### src/rtl/hamming_pkg.sv
// Shared types and sizing helpers for the streaming Hamming-distance block.
package hamming_pkg;

    localparam int unsigned DEF_WIDTH = 256;
    localparam int unsigned DEF_CHUNK = 32;

    typedef enum logic {
        ACCUM,
        DONE
    } state_e;

    // Bits needed to hold a count in the range 0..n inclusive.
    function automatic int unsigned dist_width(input int unsigned n);
        return $clog2(n + 1);
    endfunction

endpackage

### src/rtl/hamming_popcount.sv
// Combinational population count of an N-bit vector.
module hamming_popcount #(
    parameter int unsigned N = 32,
    localparam int unsigned CW = $clog2(N + 1)
) (
    input  logic [N-1:0]  data,
    output logic [CW-1:0] count
);

    always_comb begin
        count = '0;
        for (int i = 0; i < N; i++) begin
            count = count + CW'(data[i]);
        end
    end

endmodule

### src/rtl/hamming_stream.sv
// Streaming Hamming distance: accumulates popcount(in_a ^ in_b) over BEATS chunk pairs.
// Optional distance threshold compare enabled by HAMMING_STREAM_THRESH_EN.
module hamming_stream
    import hamming_pkg::*;
#(
    parameter int unsigned WIDTH = DEF_WIDTH,
    parameter int unsigned CHUNK = DEF_CHUNK,
    localparam int unsigned BEATS = WIDTH / CHUNK,
    localparam int unsigned DIST_W = dist_width(WIDTH)
) (
    input  logic              clk,
    input  logic              rst,
    input  logic              clear,
    input  logic              in_valid,
    output logic              in_ready,
    input  logic [CHUNK-1:0]  in_a,
    input  logic [CHUNK-1:0]  in_b,
    output logic              out_valid,
    input  logic              out_ready,
    output logic [DIST_W-1:0] out_dist
`ifdef HAMMING_STREAM_THRESH_EN
    ,
    input  logic [DIST_W-1:0] thresh,
    output logic              out_match
`endif
);

    localparam int unsigned PC_W  = $clog2(CHUNK + 1);
    localparam int unsigned CNT_W = (BEATS > 1) ? $clog2(BEATS) : 1;

    state_e            state_q, state_d;
    logic [CNT_W-1:0]  cnt_q, cnt_d;
    logic [DIST_W-1:0] acc_q, acc_d;
    logic [DIST_W-1:0] dist_q, dist_d;
    logic [PC_W-1:0]   chunk_pop;
    logic [DIST_W-1:0] sum;
    logic              match_q, match_d;

    hamming_popcount #(
        .N(CHUNK)
    ) u_popcount (
        .data (in_a ^ in_b),
        .count(chunk_pop)
    );

    assign sum = acc_q + DIST_W'(chunk_pop);

    always_comb begin
        state_d   = state_q;
        cnt_d     = cnt_q;
        acc_d     = acc_q;
        dist_d    = dist_q;
        match_d   = match_q;
        in_ready  = (state_q == ACCUM);
        out_valid = (state_q == DONE);

        if (clear) begin
            // Abort wins over any beat or result handshake in the same cycle.
            state_d = ACCUM;
            cnt_d   = '0;
            acc_d   = '0;
            match_d = 1'b0;
        end else begin
            unique case (state_q)
                ACCUM: begin
                    if (in_valid) begin
                        acc_d = sum;
                        if (cnt_q == CNT_W'(BEATS - 1)) begin
                            cnt_d   = '0;
                            dist_d  = sum;
`ifdef HAMMING_STREAM_THRESH_EN
                            match_d = (sum <= thresh);
`endif
                            state_d = DONE;
                        end else begin
                            cnt_d = cnt_q + CNT_W'(1);
                        end
                    end
                end
                DONE: begin
                    if (out_ready) begin
                        acc_d   = '0;
                        state_d = ACCUM;
                    end
                end
                default: state_d = ACCUM;
            endcase
        end
    end

    always_ff @(posedge clk) begin
        if (rst) begin
            state_q <= ACCUM;
            cnt_q   <= '0;
            acc_q   <= '0;
            dist_q  <= '0;
            match_q <= 1'b0;
        end else begin
            state_q <= state_d;
            cnt_q   <= cnt_d;
            acc_q   <= acc_d;
            dist_q  <= dist_d;
            match_q <= match_d;
        end
    end

    assign out_dist = dist_q;

`ifdef HAMMING_STREAM_THRESH_EN
    assign out_match = match_q;
`else
    logic unused_match;
    assign unused_match = match_q;
`endif

endmodule

### config.mk
export PLATFORM = sky130hd
export DESIGN_NAME = hamming_stream
export DESIGN_NICKNAME = d
export VERILOG_FILES = /design/src/rtl/hamming_pkg.sv /design/src/rtl/hamming_popcount.sv /design/src/rtl/hamming_stream.sv
export SDC_FILE = /design/constraint.sdc
export NUM_CORES = 1
export LEC_CHECK = 0
export BUFFER_PORTS_ARGS = -buffer_cell sky130_fd_sc_hd__buf_2
export CORE_ASPECT_RATIO = 1.4
export CORE_MARGIN = 2
export CORE_UTILIZATION = 55
export DETAILED_ROUTE_END_ITERATION = 7
export PLACE_DENSITY = 0.95
export SKIP_CTS_REPAIR_TIMING = 1
export SLEW_MARGIN = 10
export SYNTH_ARGS = -nofsm -noshare
export SYNTH_HDL_FRONTEND = slang
export SYNTH_SLANG_ARGS = --single-unit
export TNS_END_PERCENT = 5
### constraint.sdc
create_clock -name clk -period 11.65 [get_ports clk]
set_clock_uncertainty 0.1 [all_clocks]
set_input_delay 1.7475 -clock clk [delete_from_list [all_inputs] [get_ports clk]]
set_output_delay 1.7475 -clock clk [all_outputs]
set_load 0.01 [all_outputs]
## After elaboration in Yosys (flattened, before gate mapping)

Cells that the tools add are included.
Widths: inputs -> output; s select.

| cells by class | value |
|---|---|
| $add $sub $neg | 33 |
| bitwise gates (word level) | 3 |
| multiplexer cells | 8 |
| eq/ne operators | 3 |
| reduce and logical (&&, ||, !) cells | 4 |

Operator list:

| cell | count |
|---|---|
| $add 6x1->6 | 30 |
| $xor 32x32->32 | 1 |
| $mux 9 | 2 |
| $pmux 9 s2 | 1 |
| $add 9x6->9 | 1 |
| $ne 2x2->1 const B | 2 |
| $reduce_and 2->1 | 2 |
| $reduce_and 4->1 | 1 |
| $add 3x1->3 const B | 1 |
| $eq 3x3->1 const B | 1 |
| $mux 1 | 3 |
| $mux 3 | 1 |
| $add 1x1->2 | 1 |
| $not 1->1 | 2 |
| $pmux 1 s2 | 1 |
| $reduce_or 2->1 | 1 |

| storage, ports and cells | value |
|---|---|
| word-level logic and storage cells | 55 |
| bits in registers | 22 |
| output and inout port bits | 11 |
| bits of input ports | 69 |

## Longest topological paths before layout

Gate-level depths: netlist (run 1).

| depth | value |
|---|---|
| word-level depth | 35 |
| depth in mapped cells | 22 |
| depth with buffers taken out | 22 |

## Cells and area by module

A second synthesis (run 1) with hierarchy kept.

| unflattened totals | value |
|---|---|
| cell total of the unflattened synthesis | 261 |
| area total of the unflattened synthesis | 2341.0 um^2 |

Modules (own cells, without submodules):

| module | cells each | area each (um^2) | instances | sequential area each (um^2) |
|---|---|---|---|---|
| hamming_stream | 171 | 1507.7 | 1 | 440.4 |
| hamming_popcount | 90 | 833.3 | 1 | 0.0 |

## Least setup slack after synthesis (run 1)

OpenSTA, ideal clock, no wires.

| path | value |
|---|---|
| kind | input -> register |
| start point | input in_b[0] |
| end point | register dist_q[7] (netlist: out_dist[7]) |
| data arrival time | 7.644 ns |
| slack | 3.815 ns |
| library setup time | 0.091 ns |
| data required time | 11.459 ns |
| buffers on the path | 0 |
| stages on the path | 19 |
| cells stage by stage | xor2_1 -> ha_1 -> fa_1 -> fa_1 -> fa_1 -> fa_1 -> inv_1 -> fa_1 -> fa_1 -> fa_1 -> fa_1 -> o21ai_0 -> a21oi_1 -> xnor2_1 -> ha_1 -> nand2_1 -> a211o_1 -> a21o_1 -> a311oi_1 |

| between the ends | value |
|---|---|
| word-level cells in the longest chain between the ends | 33 |

Ends and longest elaborated chain:

| what | RTL line | source |
|---|---|---|
| start, declared | hamming_stream.sv:17 | `input logic [CHUNK-1:0] in_b,` |
| $xor 32x32->32 | hamming_stream.sv:42 | `.data (in_a ^ in_b),` |
| $add 1x1->2 | hamming_popcount.sv:13 | `count = count + CW'(data[i]);` |
| $add 6x1->6 (30 in series) | hamming_popcount.sv:13 |  |
| $add 9x6->9 | hamming_stream.sv:46 | `assign sum = acc_q + DIST_W'(chunk_pop);` |
| end signal, assigned | hamming_stream.sv:102 | `dist_q <= dist_d;` |
| end, declared | hamming_stream.sv:34 | `logic [DIST_W-1:0] dist_q, dist_d;` |

Every way passes these cells.
A chain may end at the register's enable or synchronous reset.

## Final worst setup path (run 1)

Ends and elaborated chain as after synthesis.

==> reports/qor.tcl, run 1 <==
set qor(criticalPathCategory) {input port to register}
set qor(ys_seq_area_share_pct) 19.2
set qor(n_fill_cell) 314
set qor(finalSetupViolCount) 0
set qor(fp.dieH_um) 80.4
set qor(finalCriticalPeriod_ns) 8.02
set qor(maxUsedRoutingLayer) {met4}
set qor(final_cell_count_no_fill) 374
set qor(gr_util_all_layers_pct) 23.7
set qor(hold_path_class) {register to register}
set qor(crit_family) {adder cells}
set qor(core_region_area_um2) 3950
set qor(timing.critical_path.cells) {buf_2 > xor2_1 > ha_1 > fa_1 > fa_1 > fa_1 > fa_1 > inv_1 > fa_1 > fa_1 > fa_1 > fa_1 > o21ai_0 > a21oi_1 > xnor2_1 > ha_1 > nand2_1 > a211o_1 > a21o_1 > a311oi_1}
set qor(grt_antenna_before_repair) 0
set qor(path_max_fanout) 6
set qor(post-route-cell-area_um2) 2790
set qor(clock-root-buffer) {sky130_fd_sc_hd__clkbuf_8}
set qor(globalRouteOverflowTotal) 0
set qor(ys_seq_elements) 22
set qor(hold_viol_final) 0
set qor(global_route_wire_length_before_repair_mm) 8.67
set qor(multi_input_area_um2) 1710
set qor(fp.dieArea_um2) 4710
set qor(cp_common_cell) {sky130_fd_sc_hd__fa_1}
set qor(wl_met3_um) 345
set qor(post_synth.cell_area_avg_um2) 9.03
set qor(via_count) 2097
set qor(worstPathBufferInverterCount) 2
set qor(sum_neg_setup_slack_ns) 0
set qor(slowest_cell_on_the_critical_path) {sky130_fd_sc_hd__fa_1}
set qor(drt_pre_antenna_iters) 4
set qor(io_pins) 80
set qor(crit_path_end_kind) {register}
set qor(worstMarginPinSlew_ns) 0.719
set qor(h-tree-depth) 1
set qor(crit_path_start_kind) {input port}
set qor(ys.flop_type) {sky130_fd_sc_hd__dfxtp_1}
set qor(grt_max_degree) 16
set qor(antenna_cells) 0
set qor(worstSkewPairLatency_ns) 0.27
set qor(drv_cap) 0
set qor(timing_max_transition_violations_final) 0
set qor(gpl_wtd_cong) 0.819
set qor(tritoncts) {yes}
set qor(cts_inserted_buffers) 3
set qor(post_synth_num_cell_types) 42
set qor(achievable-frequency_mhz) 125
set qor(drt.antenna.violating_nets) 0
set qor(port_buffers) 79
set qor(wl_met1_mm) 1.77
set qor(dpl.cell_count) 370
set qor(worst_slew_margin_relative_to_its_limit_pct) 52.1
set qor(first_global_vias) 2188
set qor(area_growth_syn_to_layout_pct) 21.7
set qor(async_reset_ff_share_pct) 0
set qor(unrepaired_setup_endpoints_after_global_routing) {false}
set qor(detailedRoute.firstIterationViolations) 126
set qor(initial_utilization_pct) 58.0
set qor(mappedNetlistNets) 365
set qor(clock_sink_count) 22
set qor(avgViaCountPerCell) 5.61
set qor(result_of_the_run) {finished clean}
set qor(wire_length_per_cell_after_detailed_routing_um) 14.0
set qor(cts.path.max_buffers) 2
set qor(worst_setup_hold_path_clk_slew_ns) 0.08
set qor(post-route-drc-count) 0
set qor(seq_area_um2) 440
set qor(met2RoutedLength_mm) 3.02
set qor(synth-edff-count) 0
set qor(std_cell_rows) 27
set qor(critical-path-max-stage-delay_ns) 0.54
set qor(mappedNetlistArea_um2) 2290
set qor(die_width_um) 58.6
set qor(timing.final.crit_share_pct) 68.8
set qor(crit_required_ns) 11.71
set qor(yosysWarnings) 0
set qor(final_nets) 443
set qor(share_of_layout_cells_above_drive_strength_1_pct) 25.7
set qor(cp.arrival_ns) 8.08
set qor(place_hpwl_mm) 4.40
set qor(routed_wirelength_mm) 5.25
set qor(dpl-instance-area_um2) 2720
set qor(synth_cells) 254
## registers in the layout (all words and copies together) (netlist names)
| register | flops |
|---|---|
| acc_q | 9 |
| out_dist | 9 |
| cnt_q | 3 |
| out_valid | 1 |
## logic make-up (layout without fill, tap and decap cells)
kind of cell / after synthesis / count (layout) / synth area share, %
flops: 22 / 22 / 19.2
compound gates: 52 / 52 / 15.5
fa+ha+maj: 42 / 42 / 31.1
buf+inv: 38 / 115 / 6.27
xor+xnor: 35 / 35 / 13.4
simple gates: 65 / 65 / 14.6
## routing by layer
| metal | GRT usage, % | vias up |
|---|---|---|
| met5 | 0 | - |
| met4 | 10.0 | 0 |
| met3 | 1.77 | 14 |
| met2 | 49.2 | 98 |
| met1 | 22.6 | 977 |
| li1 | - | 1008 |
## layout make-up
| class | count | share of cell area [%] |
|---|---|---|
| timing repair buffer | 79 | 14.2 |
| multi-input combinational | 194 | 61.3 |
| clock buffer | 3 | 1.48 |
| tap | 43 | 1.93 |
| clock inverter | 1 | 1.08 |
| sequential | 22 | 15.8 |
| inverter | 32 | 4.30 |
## placed cells by master, fill, tap and decap left out, types with 2 or more instances in the layout
master / n
sky130_fd_sc_hd__a21oi_1: 16
sky130_fd_sc_hd__dfxtp_1: 22
sky130_fd_sc_hd__a311oi_1: 2
sky130_fd_sc_hd__and3b_1: 2
sky130_fd_sc_hd__xnor2_1: 20
sky130_fd_sc_hd__a21o_1: 6
sky130_fd_sc_hd__o21ai_0: 5
sky130_fd_sc_hd__ha_1: 17
sky130_fd_sc_hd__a31oi_1: 2
sky130_fd_sc_hd__nor2_1: 15
sky130_fd_sc_hd__a22oi_1: 2
sky130_fd_sc_hd__inv_1: 32
sky130_fd_sc_hd__xor2_1: 15
sky130_fd_sc_hd__clkbuf_8: 3
sky130_fd_sc_hd__a2bb2oi_1: 2
sky130_fd_sc_hd__buf_2: 79
sky130_fd_sc_hd__fa_1: 25
sky130_fd_sc_hd__nand2_1: 21
sky130_fd_sc_hd__a21boi_0: 3
sky130_fd_sc_hd__a32oi_1: 2
sky130_fd_sc_hd__a211o_1: 4
sky130_fd_sc_hd__nand3b_1: 4
sky130_fd_sc_hd__or3_1: 4
sky130_fd_sc_hd__nand3_1: 9
## per-stage QoR
stage	hold WS [ns]	setup WS, ns	util, %
5_1_grt	0.383	3.36	70.6
3_3_place_gp	0.341	3.56	68.8
4_1_cts	0.365	3.61	70.6
2_1_floorplan	0.340	3.82	-
6_report	0.365	3.63	70.6
3_5_place_dp	0.354	3.39	68.8
## final timing paths
kind                                   from           to  slack (ns)  depth (start not counted)
worst max-delay path                in_b[0]  out_dist[7]        3.63                         20
worst min-delay path            out_dist[2]  out_dist[2]        0.36                          2
worst max register to register     acc_q[0]     acc_q[8]        9.52                          7
worst min register to register  out_dist[2]  out_dist[2]        0.36                          2
## tightest hold or removal path: stages, from the launching register on
cell and delay [ns]:
sky130_fd_sc_hd__dfxtp_1 0.31, sky130_fd_sc_hd__nand2_1 0.05, sky130_fd_sc_hd__a21oi_1 0.06
## synthesized netlist by cell type, types with 3 or more instances
| cell | number | area share (%) |
|---|---|---|
| sky130_fd_sc_hd__a211o_1 | 4 | 1.5 |
| sky130_fd_sc_hd__a21boi_0 | 3 | 0.98 |
| sky130_fd_sc_hd__a21o_1 | 6 | 2.0 |
| sky130_fd_sc_hd__a21oi_1 | 16 | 3.5 |
| sky130_fd_sc_hd__clkbuf_1 | 5 | 0.82 |
| sky130_fd_sc_hd__dfxtp_1 | 22 | 19 |
| sky130_fd_sc_hd__fa_1 | 25 | 22 |
| sky130_fd_sc_hd__ha_1 | 17 | 9.3 |
| sky130_fd_sc_hd__inv_1 | 32 | 5.2 |
| sky130_fd_sc_hd__nand2_1 | 21 | 3.4 |
| sky130_fd_sc_hd__nand3_1 | 9 | 2.0 |
| sky130_fd_sc_hd__nand3b_1 | 4 | 1.3 |
| sky130_fd_sc_hd__nor2_1 | 15 | 2.5 |
| sky130_fd_sc_hd__o21ai_0 | 5 | 1.1 |
| sky130_fd_sc_hd__or3_1 | 4 | 1.1 |
| sky130_fd_sc_hd__xnor2_1 | 20 | 7.6 |
| sky130_fd_sc_hd__xor2_1 | 15 | 5.7 |
Power of run 1 is left out: the tool's default activity adds up to more than one toggle a clock period on the data nets, which glitch-free logic cannot reach.
==> run 2: changes to the inputs <==
ABC_AREA = 1   (was default)
CORE_UTILIZATION = 46   (was 55)
PLACE_DENSITY = 0.87   (was 0.95)
clock period = 7.27 ns   (was 11.65 ns; I/O delays follow)
==> run 2 against run 1 <==
Cell count up 14%. First-iteration DRC count down 38%. Design area down 0.63%. Synthesized cell count up 11%. Sequential share of layout area up 0.10 points. Worst setup slack worse by 3.3 ns. Global-route usage down 6.6 points. Core utilization down 13 points. Largest cell class unchanged. Critical endpoint is now acc_q[6].
==> reports/qor.tcl, run 2 <==
set qor(timing_max_transition_violations_final) 0 ;# unchanged
set qor(place_hpwl_mm) 4.09 ;# -6.9%
set qor(synth_top_cell_area_share_pct) 22.1 ;# +0.29 points
set qor(worstSkewPairLatency_ns) 0.26 ;# about the same
set qor(cts.path.max_buffers) 2 ;# unchanged
set qor(gpl_wtd_cong) 0.826 ;# +0.74%
set qor(global_route_wire_length_before_repair_mm) 7.69 ;# -11%
set qor(synth-edff-count) 0 ;# unchanged
set qor(hold_viol_final) 0 ;# unchanged
set qor(detailedRoute.firstIterationViolations) 78 ;# -38%
set qor(critical_path.reg2reg.startpoint) {acc_q[0]}
set qor(synth.most_common_cell) {sky130_fd_sc_hd__nand2_1}
set qor(h-tree-depth) 1 ;# unchanged
set qor(fp.dieArea_um2) 5510 ;# +17%
set qor(path_max_fanout) 3 ;# -3
set qor(crit_path_start_kind) {input port}
set qor(fin_worst_hold_slack_ns) 0.374 ;# +0.00900 ns
set qor(criticalPathCategory) {input port to register}
set qor(synth_top_cell_by_area) {sky130_fd_sc_hd__fa_1}
set qor(worst_setup_hold_path_clk_slew_ns) 0.08 ;# about the same
set qor(critical_register_to_register_path_endpoint) {out_dist[6]}
set qor(cp.arrival_ns) 7.02 ;# -1.06 ns
set qor(initial_utilization_pct) 47.1 ;# -11 points
set qor(io_pins) 80 ;# unchanged
set qor(drt_pre_antenna_iters) 4 ;# unchanged
set qor(timing.hold.worst.start) {acc_q[0]}
set qor(async_reset_ff_share_pct) 0 ;# unchanged
set qor(worst_setup_timing_slack_at_the_placement_stage_ns) -0.143 ;# -3.53 ns
set qor(std_cell_rows) 30 ;# +11%
set qor(ys.flop_type) {sky130_fd_sc_hd__dfxtp_1}
set qor(worstHoldEndpoint) {acc_q[0]}
set qor(dpl-instance-area_um2) 2730 ;# +0.23%
set qor(final_cell_count_no_fill) 426 ;# +14%
set qor(drv_cap) 0 ;# unchanged
set qor(avgViaCountPerCell) 4.78 ;# -15%
set qor(crit_path_end_kind) {register}
set qor(via_count) 2035 ;# -3.0%
set qor(post-route-cell-area_um2) 2770 ;# -0.63%
set qor(hold_path_depth) 2 ;# unchanged
set qor(yosysWarnings) 0 ;# unchanged
set qor(clock-root-buffer) {sky130_fd_sc_hd__clkbuf_8}
set qor(routed_wirelength_mm) 4.58 ;# -13%
set qor(finalSetupViolCount) 0 ;# unchanged
set qor(dpl.cell_count) 423 ;# +14%
set qor(achievable-frequency_mhz) 144
set qor(mappedNetlistNets) 393 ;# +7.7%
set qor(clock_sink_count) 22 ;# unchanged
set qor(hold_path_class) {register to register}
set qor(wl_met1_mm) 1.59 ;# -10%
set qor(grt_antenna_before_repair) 0 ;# unchanged
set qor(tritoncts) {yes}
set qor(worst_slew_margin_relative_to_its_limit_pct) 68.1 ;# +16 points
set qor(met2RoutedLength_mm) 2.69 ;# -11%
set qor(core_region_area_um2) 4800 ;# +22%
set qor(result_of_the_run) {finished clean}
set qor(rrSetupSlack_ns) 5.37 ;# -4.15 ns
set qor(timing.final.crit_share_pct) 95.3
set qor(die_width_um) 63.3 ;# +8.0%
set qor(gr_util_all_layers_pct) 17.1 ;# -6.6 points
set qor(final_cell_mix) {sky130_fd_sc_hd__buf_2, sky130_fd_sc_hd__nand2_1, sky130_fd_sc_hd__inv_1}
set qor(grt_max_degree) 15 ;# -1
set qor(drt.antenna.violating_nets) 0 ;# unchanged
set qor(post-route-drc-count) 0 ;# unchanged
set qor(n_fill_cell) 462 ;# +47%
set qor(synth.top_cells.by_count) {sky130_fd_sc_hd__nand2_1, sky130_fd_sc_hd__inv_1, sky130_fd_sc_hd__fa_1}
set qor(final_nets) 475 ;# +7.2%
set qor(maxUsedRoutingLayer) {met4}
set qor(share_of_layout_cells_above_drive_strength_1_pct) 26.0 ;# +0.29 points
set qor(worstMarginPinSlew_ns) 0.478 ;# -0.241 ns
set qor(ys_seq_elements) 22 ;# unchanged
set qor(synth_cells) 282 ;# +11%
set qor(cts_inserted_buffers) 3 ;# unchanged
set qor(finalCriticalPeriod_ns) 6.93
set qor(unrepaired_setup_endpoints_after_global_routing) {false}
set qor(wl_met3_um) 228 ;# -34%
set qor(port_buffers) 79 ;# unchanged
set qor(mappedNetlistArea_um2) 2260 ;# -1.3%
set qor(area_growth_syn_to_layout_pct) 22.5
set qor(post_synth_num_cell_types) 23 ;# -45%
set qor(globalRouteOverflowTotal) 0 ;# unchanged
set qor(ys_seq_area_share_pct) 19.5 ;# +0.25 points
set qor(crit_required_ns) 7.36 ;# -4.35 ns
set qor(layout_commonest_cell) {sky130_fd_sc_hd__buf_2}
set qor(synth_top_cells_by_area) {sky130_fd_sc_hd__fa_1, sky130_fd_sc_hd__dfxtp_1, sky130_fd_sc_hd__nand2_1}
set qor(post_synth.cell_area_avg_um2) 8.03 ;# -11%
set qor(antenna_cells) 0 ;# unchanged
set qor(timing.reg2reg.worst_path_depth) 13 ;# +6
set qor(timing.final.ws_setup_ns) 0.344 ;# -3.29 ns
set qor(first_global_vias) 2044 ;# -6.6%
set qor(wire_length_per_cell_after_detailed_routing_um) 10.7 ;# -23%
set qor(fp.dieH_um) 87 ;# +8.2%
## run 2: worst max path at each step
stage,start,depth (start not counted),to,slack (ns)
floorplan,in_b[0],22,out_dist[7],0.29
global placement,in_b[0],23,out_dist[7],0.07
detailed placement,in_b[0],23,out_dist[7],-0.14
CTS,in_b[0],23,out_dist[7],0.13
global route,in_b[0],23,acc_q[6],0.004
finish,in_b[0],23,acc_q[6],0.34
## run 2: through the flow
step	utilization [%]	setup TNS [ns]
final	57.7	0
after global routing	57.7	0
after CTS	57.6	0
after detailed placement	56.7	-0.304
after global placement	56.7	0
after floorplan	-	0
## run 2: logic make-up after synthesis
| logic type | after synthesis | synth area share [%] |
|---|---|---|
| adder cells (fa/ha/maj) | 42 | 31.5 |
| flip-flops | 22 | 19.5 |
| XOR/XNOR | 38 | 14.7 |
| AND/OR/NAND/NOR | 92 | 17.2 |
| AO/OA/AOI/OAI | 29 | 6.63 |
| buffers and inverters | 59 | 10.4 |
## run 2: layout make-up
| type | instances | area (µm²) | area share (%) |
|---|---|---|---|
| inverter | 56 | 215 | 7.76 |
| timing repair buffer | 80 | 403 | 14.5 |
| tap | 64 | 80.1 | 2.89 |
| clock buffer | 3 | 41.3 | 1.49 |
| sequential | 22 | 440 | 15.9 |
| multi-input combinational | 201 | 1590 | 57.4 |
## run 2: metal layers
layer | global-route usage, % | up-vias
li1 | - | 1016
met1 | 15.5 | 936
met2 | 38.1 | 74
met3 | 1.29 | 9
met4 | 5.73 | 0
met5 | 0 | -
## run 2: worst max-delay path, cell delays in order
cell and delay (ns):
sky130_fd_sc_hd__buf_2 0.10, sky130_fd_sc_hd__xor2_1 0.15, sky130_fd_sc_hd__ha_1 0.32, sky130_fd_sc_hd__fa_1 0.52
sky130_fd_sc_hd__fa_1 0.52, sky130_fd_sc_hd__fa_1 0.52, sky130_fd_sc_hd__fa_1 0.54, sky130_fd_sc_hd__inv_1 0.05
sky130_fd_sc_hd__fa_1 0.50, sky130_fd_sc_hd__fa_1 0.52, sky130_fd_sc_hd__fa_1 0.47, sky130_fd_sc_hd__fa_2 0.38
sky130_fd_sc_hd__o21ai_1 0.17, sky130_fd_sc_hd__xor2_1 0.16, sky130_fd_sc_hd__ha_1 0.27, sky130_fd_sc_hd__buf_4 0.15
sky130_fd_sc_hd__nand2_1 0.07, sky130_fd_sc_hd__inv_1 0.05, sky130_fd_sc_hd__nand2_1 0.09, sky130_fd_sc_hd__nand2_1 0.06
sky130_fd_sc_hd__nand2_1 0.09, sky130_fd_sc_hd__nand3_1 0.08, sky130_fd_sc_hd__a21oi_1 0.13
Power of run 2 is left out for the same reason.
